==> src/rtl/fake_cone_share_arbiter.sv <==
// Round-robin time-share of one external combinational cone among NREQ requesters.
// Grants a vector, holds it on cone_in for SETTLE+1 cycles, then returns the captured result.
module fake_cone_share_arbiter #(
  parameter int NREQ   = 4,
  parameter int IN_W   = 5,
  parameter int SETTLE = 1,
  localparam int ID_W  = (NREQ > 1) ? $clog2(NREQ) : 1
) (
  input  logic                 clk,
  input  logic                 rst,
  input  logic [NREQ-1:0]      req_valid,
  input  logic [NREQ*IN_W-1:0] req_data,
  output logic [NREQ-1:0]      req_ready,
  output logic [IN_W-1:0]      cone_in,
  input  logic                 cone_out,
  output logic                 rsp_valid,
  output logic [ID_W-1:0]      rsp_id,
  output logic                 rsp_data,
  input  logic                 rsp_ready,
  output logic                 busy,
  output logic [15:0]          eval_count
);

  typedef enum logic [1:0] {
    S_IDLE,
    S_SETTLE,
    S_RESP
  } state_t;

  state_t          state, state_nxt;
  logic [ID_W-1:0] ptr;
  logic [ID_W-1:0] grant;
  logic            any_valid;
  logic [3:0]      cnt;

  // Search from ptr upward; iterating downward lets the nearest valid requester win.
  always_comb begin
    // NOTE: every always_comb output gets a default first so no path leaves it unassigned (no latch).
    grant     = ptr;
    any_valid = 1'b0;
    for (int k = NREQ - 1; k >= 0; k--) begin
      if (req_valid[(int'(ptr) + k) % NREQ]) begin
        grant     = ID_W'((int'(ptr) + k) % NREQ);
        any_valid = 1'b1;
      end
    end
  end

  // req_ready is suppressed while rst is asserted even though state already reads IDLE.
  assign req_ready = (state == S_IDLE && any_valid && !rst) ? (NREQ'(1) << grant) : '0;
  assign busy      = (state != S_IDLE);

  always_ff @(posedge clk or posedge rst) begin
    // NOTE: sequential state uses non-blocking assignments so all registers update from pre-edge values.
    if (rst) state <= S_IDLE;
    else     state <= state_nxt;
  end

  always_comb begin
    state_nxt = state;
    case (state)
      S_IDLE:   if (any_valid)   state_nxt = S_SETTLE;
      S_SETTLE: if (cnt == 4'd0) state_nxt = S_RESP;
      S_RESP:   if (rsp_ready)   state_nxt = S_IDLE;
      default:                   state_nxt = S_IDLE;
    endcase
  end

  always_ff @(posedge clk or posedge rst) begin
    if (rst) begin
      ptr        <= '0;
      cnt        <= '0;
      cone_in    <= '0;
      rsp_valid  <= 1'b0;
      rsp_id     <= '0;
      rsp_data   <= 1'b0;
      eval_count <= '0;
    end else begin
      case (state)
        S_IDLE: begin
          if (any_valid) begin
            cone_in <= req_data[int'(grant)*IN_W +: IN_W];
            rsp_id  <= grant;
            ptr     <= (int'(grant) == NREQ - 1) ? '0 : grant + ID_W'(1);
            cnt     <= 4'(SETTLE);
          end
        end
        S_SETTLE: begin
          if (cnt != 4'd0) begin
            cnt <= cnt - 4'd1;
          end else begin
            rsp_data  <= cone_out;
            rsp_valid <= 1'b1;
          end
        end
        S_RESP: begin
          // Response stays frozen until taken; cone_in is intentionally never cleared.
          if (rsp_ready) begin
            rsp_valid  <= 1'b0;
            eval_count <= eval_count + 16'd1;
          end
        end
        default: ;
      endcase
    end
  end

endmodule

==> config.mk <==
export PLATFORM = sky130hd
export DESIGN_NAME = fake_cone_share_arbiter
export DESIGN_NICKNAME = d
export VERILOG_FILES = /design/src/rtl/fake_cone_share_arbiter.sv
export SDC_FILE = /design/constraint.sdc
export NUM_CORES = 1
export LEC_CHECK = 0
export CAP_MARGIN = 10
export CORE_UTILIZATION = 43
export CTS_BUF_LIST = sky130_fd_sc_hd__clkbuf_4
export DETAILED_ROUTE_END_ITERATION = 8
export PLACE_DENSITY = 0.76
export SYNTH_ARGS = -nofsm -noshare
export SYNTH_HDL_FRONTEND = slang
export SYNTH_SLANG_ARGS = --single-unit
==> constraint.sdc <==
create_clock -name clk -period 6.63 [get_ports clk]
set_clock_uncertainty 0.2 [all_clocks]
set_input_delay 0.663 -clock clk [delete_from_list [all_inputs] [get_ports clk]]
set_output_delay 0.663 -clock clk [all_outputs]
set_load 0.05 [all_outputs]
# == Word-level counts from Yosys, hierarchy flattened ==
# Index checks and enable logic that the tools add are counted.
# op_classes
add_sub_neg,6
multipliers,1
order_cmp,4
eq_ne,8
n_shift,2
mux,31
bitwise_logic,4
reduce_logical,18
# op_table
cell,n
$shiftx A20 B6 Y5,1
$add A16 B1 Y16 const B,1
$mux W2,8
$mux W1,13
$lt A3 B4 Y1 const B,3
$mux W4,3
$ne A2 B2 Y1 const B,5
$reduce_and A3 Y1,3
$bmux W1 S2,4
$pmux W4 S2,1
$pmux W2 S3,1
$reduce_and A2 Y1,3
$reduce_bool A2 Y1,3
$reduce_or A2 Y1,3
$mul A2 B3 Y5 const B,1
$add A2 B1 Y2 const B,2
$add A2 B2 Y2 const B,2
$eq A2 B1 Y1 const B,2
$logic_not A4 Y1,1
$reduce_bool A4 Y1,1
$shl A1 B2 Y4 const A,1
$sub A4 B1 Y4 const B,1
$and A1 B1 Y1 const A,3
$lt A2 B3 Y1 const B,1
other kinds (6),7
# totals
register_bits,33
input_bits,28
output_inout_bits,30
wordCells,82

# == Longest topological paths before layout ==
# Gate-level depths: netlist (run 1).
# depth
depth_word,13
mapped_depth,7
mapped_depth_nobuf,7

# == Least setup slack after synthesis (run 1) ==
# No wires, ideal clock.
# synth_path
kind,reg-to-output
startpoint,register state[1]
endpoint,output req_ready[1]
t_arrival_ns,2.867
required_ns,5.767
slack_ns,2.900
stages_incl_launch_ff,5
path_buffers,1
cell_sequence,dfrtp_1 -> or2_2 -> or2_2 -> buf_2 -> nor4_1
# synth_between
elab_chain_cells,4
# synth_rtl
element,line_no,text
"start, declared",30,"state_t state, state_nxt;"
"start signal, assigned",56,else state <= state_nxt;
$logic_not A2 Y1,50,assign req_ready = (state == S_IDLE && any_valid && !rst) ? (NREQ'(1) << grant) : '0;
$logic_and A1 B1 Y1 (2 in a row),50,
$mux W4,50,
"end, declared",13,"output logic [NREQ-1:0] req_ready,"
# Every way passes these cells.

# == Final worst setup path (run 1) ==
# layout_path
startpoint,input req_valid[3]
endpoint,output req_ready[2]
# layout_between
elab_chain_cells,10
elab_cells_between_ends,23
classes_between,shift (1); mux (20); reduce/logical (2)
# layout_rtl
element,line_no,text
"start, declared",11,"input logic [NREQ-1:0] req_valid,"
$bmux W1 S2,42,if (req_valid[(int'(ptr) + k) % NREQ]) begin
$mux W1 (not written as such) (2 in a row),42,
$mux W1 (4 in a row),42,
$logic_and A1 B1 Y1 (2 in a row),50,
$mux W4 (*),50,
# Every way passes the cells marked *; elsewhere a longest branch is shown, timed or not. The select of a mux whose other input is x is not followed.

==> impl_results.md, run 1 <==
- Max-Cap Viols: 0
- Leak: 1.05 nW
- Drt first pass iters: 4
- Synthesis-stage register bit count: 33
- H-tree levels: 2
- Initial Util: 46.6%
- RSZ-0062 raised after global routing: false
- Most common flop cell mapped by yosys: dfrtp_1
- Met1 Use GR: 22.9%
- HP Class: reg -> reg
- Ys Warns: 0
- Final worst path period need: 4.29 ns
- CTS max path bufs: 2
- EDFF count, synth: 0
- Critical Path End Type: primary output
- Total congestion overflow: 0
- First-pass GRT wire length: 6350 um
- Worst-path clk slew: 0.10 ns
- Crit start category: input pin
- Mapped Area: 1770 um2
- Die height: 66.2 um
- Maximum vdd drop: 173 uV
- Status: completed
- Initial antenna violation count: 0
- # rows: 22
- Final Hold Viols: 0
- Sequential share of the synthesized area: 46.6%
- Via-to-Cell Ratio: 5.27
- Busiest grt layer: met2
- Worst-path maximum fanout: 11
- Final setup fails: 0
- Met2 usage: 32.5%
- Initial drt markers: 90
- Final Cycle Share: 64.7%
- DP Wirelength: 2790 um
- CTS Sinks: 33
- Overall routing resource usage: 19.6%
- Clock latency on the worst-skew pair: 0.33 ns
- Final net count: 262
- Cts bufs inserted: 5
- WP data arrival: 3.42 ns
- WL/cell: 12.9 um
- GPL Wtd Cong: 0.770
- Area Growth Syn to Fin: 38.0%
- Fin. max-slew vios: 0
- Maximum number of pins on one net before global-route repair: 34
- Asr flop ratio synth: 100%
- Synthesized area per cell: 10.5 um2
- F_max: 233 MHz
- DRT antenna net count: 0
- Number of global-route vias before repair: 1447
- Pwr dens: 380 nW/um2
- Chip Width: 66.2 um
- Met3 Use GR: 5.86%
- Post-synthesis cell type count: 39
- TNS Setup: 0 ns
- Share of cells above drive strength 1: 10.4%
- Critical path required time: 5.77 ns
- Syn_nets: 200
- # resized after CTS: 0
- Die Area: 4380 um2
- Final WL: 3610 um
- Hold-fix buffers at CTS: 0
- Clk root buf: clkbuf_4
- Vias after detailed routing: 1471
- Worst slew pin tran: 0.836 ns
- IO Port Bufs: 57
- Rel. slew slack: 44.3%
- # Post-CTS Setup Buffers: 0
- Final Power: 0.929 mW
- Gate Count Post-Synth: 168
- # DRC: 0
- Ant diodes: 0
- I/O pin total: 58
- TritonCTS clock tree: yes
- WS Path Type: in -> out
- Core Box Area: 3800 um2
-- metal layers --
metal	share of wire [%]	up-vias
met2	48	53
li1	-	728
met1	43	682
met5	0	-
met3	5.8	8
met4	2.4	0
-- path summary, 6_finish.rpt --
path / from / cells past startpoint / slack [ns] / to
max reg2reg: ptr[1] / 6 / 4.27 / cone_in[1]
min in group asynchronous: rst / 3 / 0.63 / state[1]
min reg2reg: eval_count[15] / 1 / 0.28 / eval_count[15]
min: eval_count[15] / 1 / 0.28 / eval_count[15]
max in group asynchronous: rst / 3 / 5.31 / eval_count[10]
max: req_valid[3] / 7 / 2.34 / req_ready[2]
-- critical path, stage by stage --
cell	delay, ns
clkdlybuf4s50_1	0.57
and2b_1	0.28
a21oi_1	0.04
o221ai_1	0.65
ha_1	0.26
and3_1	0.16
clkdlybuf4s50_1	0.80
-- Yosys cell counts (2+ instances only) --
cell type | instances | share of area [%]
o21a_1 | 2 | 0.85
nand2_1 | 18 | 3.8
nor4_1 | 4 | 1.4
xor2_1 | 6 | 3.0
nand4_1 | 3 | 1.1
nor3b_1 | 3 | 1.3
inv_1 | 5 | 1.1
o21ai_0 | 10 | 2.8
dfrtp_1 | 33 | 47
mux2_4 | 5 | 4.2
and2b_2 | 2 | 0.99
or2_2 | 3 | 1.1
nand2b_1 | 2 | 0.71
and3_1 | 2 | 0.71
nor2_1 | 10 | 2.1
and2_1 | 2 | 0.71
buf_2 | 3 | 0.85
xnor2_1 | 11 | 5.4
a21oi_1 | 3 | 0.85
nand3_1 | 9 | 2.5
a211oi_1 | 5 | 2.1
a221o_1 | 5 | 2.8
ha_1 | 4 | 2.8
and4_1 | 2 | 0.99
nand3b_1 | 2 | 0.85
-- sequential cells by signal, indices dropped and copies added (netlist names) --
| name | cells |
|---|---|
| rsp_id | 2 |
| state | 2 |
| ptr | 2 |
| cone_in | 5 |
| rsp_valid | 1 |
| cnt | 4 |
| eval_count | 16 |
| rsp_data | 1 |
-- where the power goes --
part / switching, mW / total [mW] / internal (mW)
Sequential: 0.0508 / 0.309 / 0.258
Combinational: 0.311 / 0.517 / 0.206
Clock: 0.0645 / 0.103 / 0.0383
-- cells by family (layout without fill, tap and decap cells) --
| group | Yosys count | count (layout) | synth area share [%] |
|---|---|---|---|
| xor+xnor | 17 | 17 | 8.41 |
| compound gates | 30 | 30 | 13.1 |
| mux | 6 | 6 | 4.88 |
| simple gates | 69 | 69 | 21.9 |
| fa+ha+maj | 4 | 4 | 2.83 |
| buf+inv | 9 | 72 | 2.26 |
| flops | 33 | 33 | 46.6 |
-- stage by stage --
stage	worst slack [ns]	instance area (um2)	util, %	hold WS, ns	cells
after floorplan	2.90	1770	-	0.263	168
after global placement	2.39	2390	63.0	0.261	271
after detailed placement	2.37	2390	63.0	0.267	271
after CTS	2.36	2440	64.3	0.285	279
after global routing	2.18	2440	64.3	0.302	279
final	2.34	2440	64.3	0.279	279
-- area by class of cell --
class	count	area, um2
fillers	334	1360
clock inverters	3	12.5
flip-flops and latches	33	826
well taps	48	60.1
inverters	6	25.0
repair buffers	58	578
clock buffers	5	37.5
multi-input cells	126	905
-- cell usage in the layout, fill, tap and decap left out, types with 3 or more instances in the layout --
cell	n
nand2_1	18
a221o_1	5
clkbuf_4	5
xnor2_1	11
mux2_4	5
nand3_1	9
clkdlybuf4s50_1	57
nand4_1	3
dfrtp_1	33
a21oi_1	3
nor3b_1	3
or2_2	3
inv_1	5
nor2_1	10
ha_1	4
xor2_1	6
o21ai_0	10
a211oi_1	5
nor4_1	4
(Power assumes the default switching activity.)
==> run 2, diff against run 1 <==
--- a/config.mk
+++ b/config.mk
@@ -9,7 +9,7 @@
 export CORE_UTILIZATION = 43
 export CTS_BUF_LIST = sky130_fd_sc_hd__clkbuf_4
 export DETAILED_ROUTE_END_ITERATION = 8
-export PLACE_DENSITY = 0.76
+export PLACE_DENSITY = 0.79
 export SYNTH_ARGS = -nofsm -noshare
 export SYNTH_HDL_FRONTEND = slang
 export SYNTH_SLANG_ARGS = --single-unit
==> constraint.sdc (replaced) <==
create_clock -name clk -period 3.75 [get_ports clk]
set_clock_uncertainty 0.2 [all_clocks]
set_input_delay 0.375 -clock clk [delete_from_list [all_inputs] [get_ports clk]]
set_output_delay 0.375 -clock clk [all_outputs]
set_load 0.05 [all_outputs]
==> impl_results.md, run 2 (synthesis gave the netlist of run 1 again) <==
- WL/cell: 14.3 um (+10%)
- Drt first pass iters: 4 (unchanged)
- Die height: 66.2 um (unchanged)
- Final Cycle Share: 80.2%
- Cell internal pwr: 0.972 mW (+94%)
- Maximum vdd drop: 433 uV (+150%)
- # Post-CTS Setup Buffers: 0 (unchanged)
- Total congestion overflow: 0 (unchanged)
- Chip Width: 66.2 um (unchanged)
- Worst slew pin tran: 0.548 ns (-0.288 ns)
- Share of cells above drive strength 1: 12.9% (+2.5 points)
- Worst path bufs/invs: 3 (+1)
- First-pass GRT wire length: 6890 um (+8.4%)
- I/O pin total: 58 (unchanged)
- Filler Cell Count: 308 (-7.8%)
- RSZ-0062 raised after global routing: false
- Top reg by flops: eval_count
- Initial drt markers: 96 (+6.7%)
- Slowest stage delay, CP: 0.66 ns (-0.14 ns)
- Pwr dens: 704 nW/um2 (+85%)
- Final setup fails: 0 (unchanged)
- Maximum number of pins on one net before global-route repair: 34 (unchanged)
- Ant diodes: 0 (unchanged)
- WP data arrival: 2.43 ns (-0.99 ns)
- Sw frac: 44.4% (-1.6 points)
- CTS max path bufs: 2 (unchanged)
- Final Power: 1.75 mW (+88%)
- Max-Cap Viols: 0 (unchanged)
- Status: completed
- TNS Setup: 0 ns (unchanged)
- Clk root buf: clkbuf_4
- Biggest regs: eval_count (16), cone_in (5), cnt (4)
- Overall routing resource usage: 21.1% (+1.4 points)
- # rows: 22 (unchanged)
- Number of global-route vias before repair: 1451 (+0.28%)
- Area Growth Syn to Fin: 40.2%
- # DRC: 0 (unchanged)
- Rel. slew slack: 63.1% (+19 points)
- Critical path required time: 3.17 ns (-2.60 ns)
- Crit start category: input pin
- TritonCTS clock tree: yes
- Commonest cells after routing, fill and taps aside: 53 x clkdlybuf4s50_1, 33 x dfrtp_1, 18 x nand2_1
- Worst-path clk slew: 0.10 ns (about the same)
- Crit-path slowest cell: clkdlybuf4s50_1
- Delay-heaviest family, CP: buffers and inverters
- Hold-fix buffers at CTS: 0 (unchanged)
- Initial antenna violation count: 0 (unchanged)
- H-tree levels: 2 (unchanged)
- Final Hold Viols: 0 (unchanged)
- WS Path Type: in -> out
- Fin. max-slew vios: 0 (unchanged)
- Vias after detailed routing: 1475 (+0.27%)
- CTS Sinks: 33 (unchanged)
- CP cell instances: clkdlybuf4s50_1, nor3_2, a2111oi_4, nor2_4, inv_4, ha_1, and3_1, buf_12
- HP Class: reg -> reg
- # resized after CTS: 0 (unchanged)
- Most common cell after layout, fill and taps aside: clkdlybuf4s50_1
- F_max: 332 MHz
- Initial Util: 46.6% (unchanged)
- GPL Wtd Cong: 0.791 (+2.7%)
- Core Box Area: 3800 um2 (unchanged)
- Cts bufs inserted: 5 (unchanged)
- Sequential Power Share: 31.2% (-2.0 points)
- DP Wirelength: 2950 um (+5.9%)
- Final net count: 263 (+0.38%)
- Critical Path End Type: primary output
- Final WL: 3990 um (+11%)
- Clock power frac: 15.7% (+4.6 points)
- DRT antenna net count: 0 (unchanged)
- Via-to-Cell Ratio: 5.27 (about the same)
- Clock latency on the worst-skew pair: 0.34 ns (about the same)
- Logic pwr share: 53.1% (-2.6 points)
- Final worst path period need: 3.01 ns
- Flip-flop count of the largest register after layout: 16 (unchanged)
- Leak: 1.08 nW (+2.7%)
- Die Area: 4380 um2 (unchanged)
- P_sw: 0.775 mW (+82%)
- IO Port Bufs: 57 (unchanged)
- Worst-path maximum fanout: 8 (-3)
==> run 2: cell count changes in the layout (fill, tap and decap cells not counted), sizes merged <==
cell and change:
clkbuf +1, bufinv +1, clkdlybuf4s50 -4, clkinv -2, buf +5
==> run 2: worst register-to-register path, cell delays in order (launching register included) <==
cell	delay [ns]
dfrtp_1	0.48
nor2b_4	0.18
a2111oi_4	0.54
nor2_4	0.11
inv_4	0.14
mux2_4	0.31
a221o_1	0.32
==> run 2: metal layers <==
layer | up-vias | wire length [um] | GRT usage [%]
met2 | 51 | 1900 | 33.0
met5 | - | 0 | 0
met3 | 5 | 195 | 5.34
met1 | 692 | 1850 | 28.8
met4 | 0 | 42 | 5.59
li1 | 727 | - | -
==> run 2: path summary, 6_finish.rpt <==
path	start	endpoint	cells past startpoint	slack, ns
max	req_valid[3]	req_ready[2]	8	0.74
min	eval_count[15]	eval_count[15]	1	0.29
max reg2reg	ptr[1]	cone_in[4]	6	1.36
min reg2reg	eval_count[15]	eval_count[15]	1	0.29
max in group asynchronous	rst	cone_in[4]	3	2.68
min in group asynchronous	rst	cnt[1]	3	0.38
==> run 2: final cells by class <==
class / instances / area (um2) / area share (%)
Clock buffer: 6 / 45.0 / 1.81
Clock inverter: 2 / 33.8 / 1.36
Inverter: 6 / 25.0 / 1.01
Multi-Input combinational cell: 126 / 905 / 36.4
Sequential cell: 33 / 826 / 33.3
Tap cell: 48 / 60.1 / 2.42
Timing Repair Buffer: 59 / 588 / 23.7
==> run 2: metrics by stage <==
step           hold WS (ns)  util (%)  std cells  setup slack (ns)  instance area [um2]
5_1_grt               0.316      65.3        280             0.609                 2480
2_1_floorplan         0.263         -        168             0.308                 1770
4_1_cts               0.299      65.3        280             0.752                 2480
6_report              0.288      65.3        280             0.742                 2480
3_5_place_dp          0.272      63.3        272             0.757                 2400
3_3_place_gp          0.261      63.3        272             0.819                 2400
==> run 2: power groups by stage <==
stage / logic, mW / clock network [mW] / registers, mW
finish: 0.928 / 0.273 / 0.546
global route: 1.01 / 0.294 / 0.565
CTS: 0.935 / 0.275 / 0.546
detailed placement: 0.931 / 0 / 0.552
global placement: 0.919 / 0 / 0.549
floorplan: 0.459 / 0 / 0.749
==> run 3, diff against run 2 <==
--- a/config.mk
+++ b/config.mk
@@ -9,7 +9,7 @@
 export CORE_UTILIZATION = 43
 export CTS_BUF_LIST = sky130_fd_sc_hd__clkbuf_4
 export DETAILED_ROUTE_END_ITERATION = 8
-export PLACE_DENSITY = 0.79
+export PLACE_DENSITY = 0.76
 export SYNTH_ARGS = -nofsm -noshare
 export SYNTH_HDL_FRONTEND = slang
 export SYNTH_SLANG_ARGS = --single-unit
==> constraint.sdc (replaced) <==
create_clock -name clk -period 3.01 [get_ports clk]
set_clock_uncertainty 0.2 [all_clocks]
set_input_delay 0.301 -clock clk [delete_from_list [all_inputs] [get_ports clk]]
set_output_delay 0.301 -clock clk [all_outputs]
set_load 0.05 [all_outputs]
==> impl_results.md, run 3 (synthesis gave the netlist of run 1 again) <==
- Filler Cell Count: 320 (+3.9%)
- F_max: 357 MHz
- Cts bufs inserted: 5 (unchanged)
- Crit start category: input pin
- Chip Width: 66.2 um (unchanged)
- # Post-CTS Setup Buffers: 0 (unchanged)
- Initial antenna violation count: 0 (unchanged)
- Initial Util: 46.6% (unchanged)
- Top reg by flops: eval_count
- Hold-fix buffers at CTS: 0 (unchanged)
- WS Path Type: in -> out
- CTS max path bufs: 2 (unchanged)
- Rel. slew slack: 62.9% (-0.24 points)
- Clk root buf: clkbuf_4
- TritonCTS clock tree: yes
- M1 WL: 1610 um (-13%)
- Share of cells above drive strength 1: 14.8% (+1.9 points)
- Core Box Area: 3800 um2 (unchanged)
- Fin. max-slew vios: 0 (unchanged)
- DRT antenna net count: 0 (unchanged)
- Total congestion overflow: 0 (unchanged)
- Worst-path maximum fanout: 6 (-2)
- DR top layer: met4
- H-tree levels: 2 (unchanged)
- First-pass GRT wire length: 6710 um (-2.5%)
- # resized after CTS: 0 (unchanged)
- Post-Route Utilization: 66.5% (+1.2 points)
- IO Port Bufs: 57 (unchanged)
- HP Class: in -> async
- Overall routing resource usage: 20.6% (-0.51 points)
- Final Cycle Share: 93.0%
- Most common cell after layout, fill and taps aside: clkdlybuf4s50_1
- Critical Path End Type: primary output
- Maximum number of pins on one net before global-route repair: 34 (unchanged)
- Worst-path clk slew: 0.10 ns (about the same)
- Number of global-route vias before repair: 1528 (+5.3%)
- I/O pin total: 58 (unchanged)
- Met3 WL post-DR: 226 um (+16%)
- Via-to-Cell Ratio: 5.26 (about the same)
- Area Growth Syn to Fin: 42.7%
- Placed inst area: 2470 um2 (+2.8%)
- Final net count: 267 (+1.5%)
- WL/cell: 13.2 um (-7.2%)
- Initial drt markers: 81 (-16%)
- Max-Cap Viols: 0 (unchanged)
- Vias after detailed routing: 1495 (+1.4%)
- WP data arrival: 2.30 ns (-0.13 ns)
- Hold Worst Slack: 0.273 ns (-0.0152 ns)
- RSZ-0062 raised after global routing: false
- Final WL: 3760 um (-5.8%)
- Biggest regs: eval_count (16), cone_in (5), cnt (4)
- Final setup fails: 0 (unchanged)
- Ant diodes: 0 (unchanged)
- Status: completed
- Drt first pass iters: 4 (unchanged)
- # rows: 22 (unchanged)
- Final Hold Viols: 0 (unchanged)
- Flip-flop count of the largest register after layout: 16 (unchanged)
- CTS Sinks: 33 (unchanged)
- Die height: 66.2 um (unchanged)
- Maximum vdd drop: 385 uV (-11%)
- DP Wirelength: 2930 um (-0.96%)
- # DRC: 0 (unchanged)
- Die Area: 4380 um2 (unchanged)
- Commonest cells after routing, fill and taps aside: 53 x clkdlybuf4s50_1, 33 x dfrtp_1, 18 x nand2_1
- Clock latency on the worst-skew pair: 0.34 ns (about the same)
- Worst slew pin tran: 0.555 ns (+0.00771 ns)
- Pwr dens: 840 nW/um2 (+19%)
- Met2 routed WL: 1850 um (-2.8%)
- Leak: 1.10 nW (+1.8%)
- Final worst path period need: 2.80 ns
- Critical path required time: 2.51 ns (-0.66 ns)
- Design area: 2530 um2 (+1.8%)
- GPL Wtd Cong: 0.782 (-1.1%)
-- run 3: changes by cell type in the layout (fill, tap and decap cells not counted) --
cell,previous run,this run
buf_12,1,4
clkinv_2,0,2
clkinv_1,1,0
bufinv_16,1,0
buf_4,5,6
-- run 3: layer usage --
metal | track usage [%] | up-vias
met5 | 0 | -
met4 | 9.84 | 0
met3 | 5.17 | 7
met2 | 36.4 | 52
met1 | 22.8 | 696
li1 | - | 740
-- run 3: final timing paths --
check                      slack [ns]           start             end  cells after the start
max                              0.21    req_valid[3]    req_ready[2]                      8
min                              0.27             rst       rsp_id[1]                      3
max reg2reg                      0.77          ptr[1]      cone_in[4]                      6
min reg2reg                      0.28  eval_count[15]  eval_count[15]                      1
max in group asynchronous        2.05             rst   eval_count[0]                      3
min in group clk                 0.28  eval_count[15]  eval_count[15]                      1
-- run 3: final cells by class --
class | count | area, um2 | share of cell area (%)
sequential | 33 | 826 | 32.7
multi-input combinational | 126 | 905 | 35.8
tap | 48 | 60.1 | 2.38
inverter | 6 | 25.0 | 0.991
clock buffer | 6 | 45.0 | 1.78
timing repair buffer | 63 | 656 | 26.0
clock inverter | 2 | 10.0 | 0.396
-- run 3: worst max-delay path: stages --
cell	delay [ns]
clkdlybuf4s50_1	0.56
and2b_1	0.21
o21ai_0	0.17
o221ai_1	0.29
buf_4	0.24
ha_1	0.18
and3_1	0.19
buf_12	0.15
-- run 3: through the flow --
stage	power, mW	setup WS (ns)	TNS (ns)	cells
4_1_cts	2.15	0.200	0	284
5_1_grt	2.27	0.115	0	284
2_1_floorplan	1.51	-0.358	-0.716	168
3_3_place_gp	1.88	0.308	0	276
6_report	2.12	0.211	0	284
3_5_place_dp	1.90	0.231	0	276
-- run 3: power by group --
part | internal [mW] | switching [mW] | total (mW)
sequential | 0.568 | 0.113 | 0.681
clock | 0.0979 | 0.148 | 0.246
combinational | 0.498 | 0.698 | 1.20
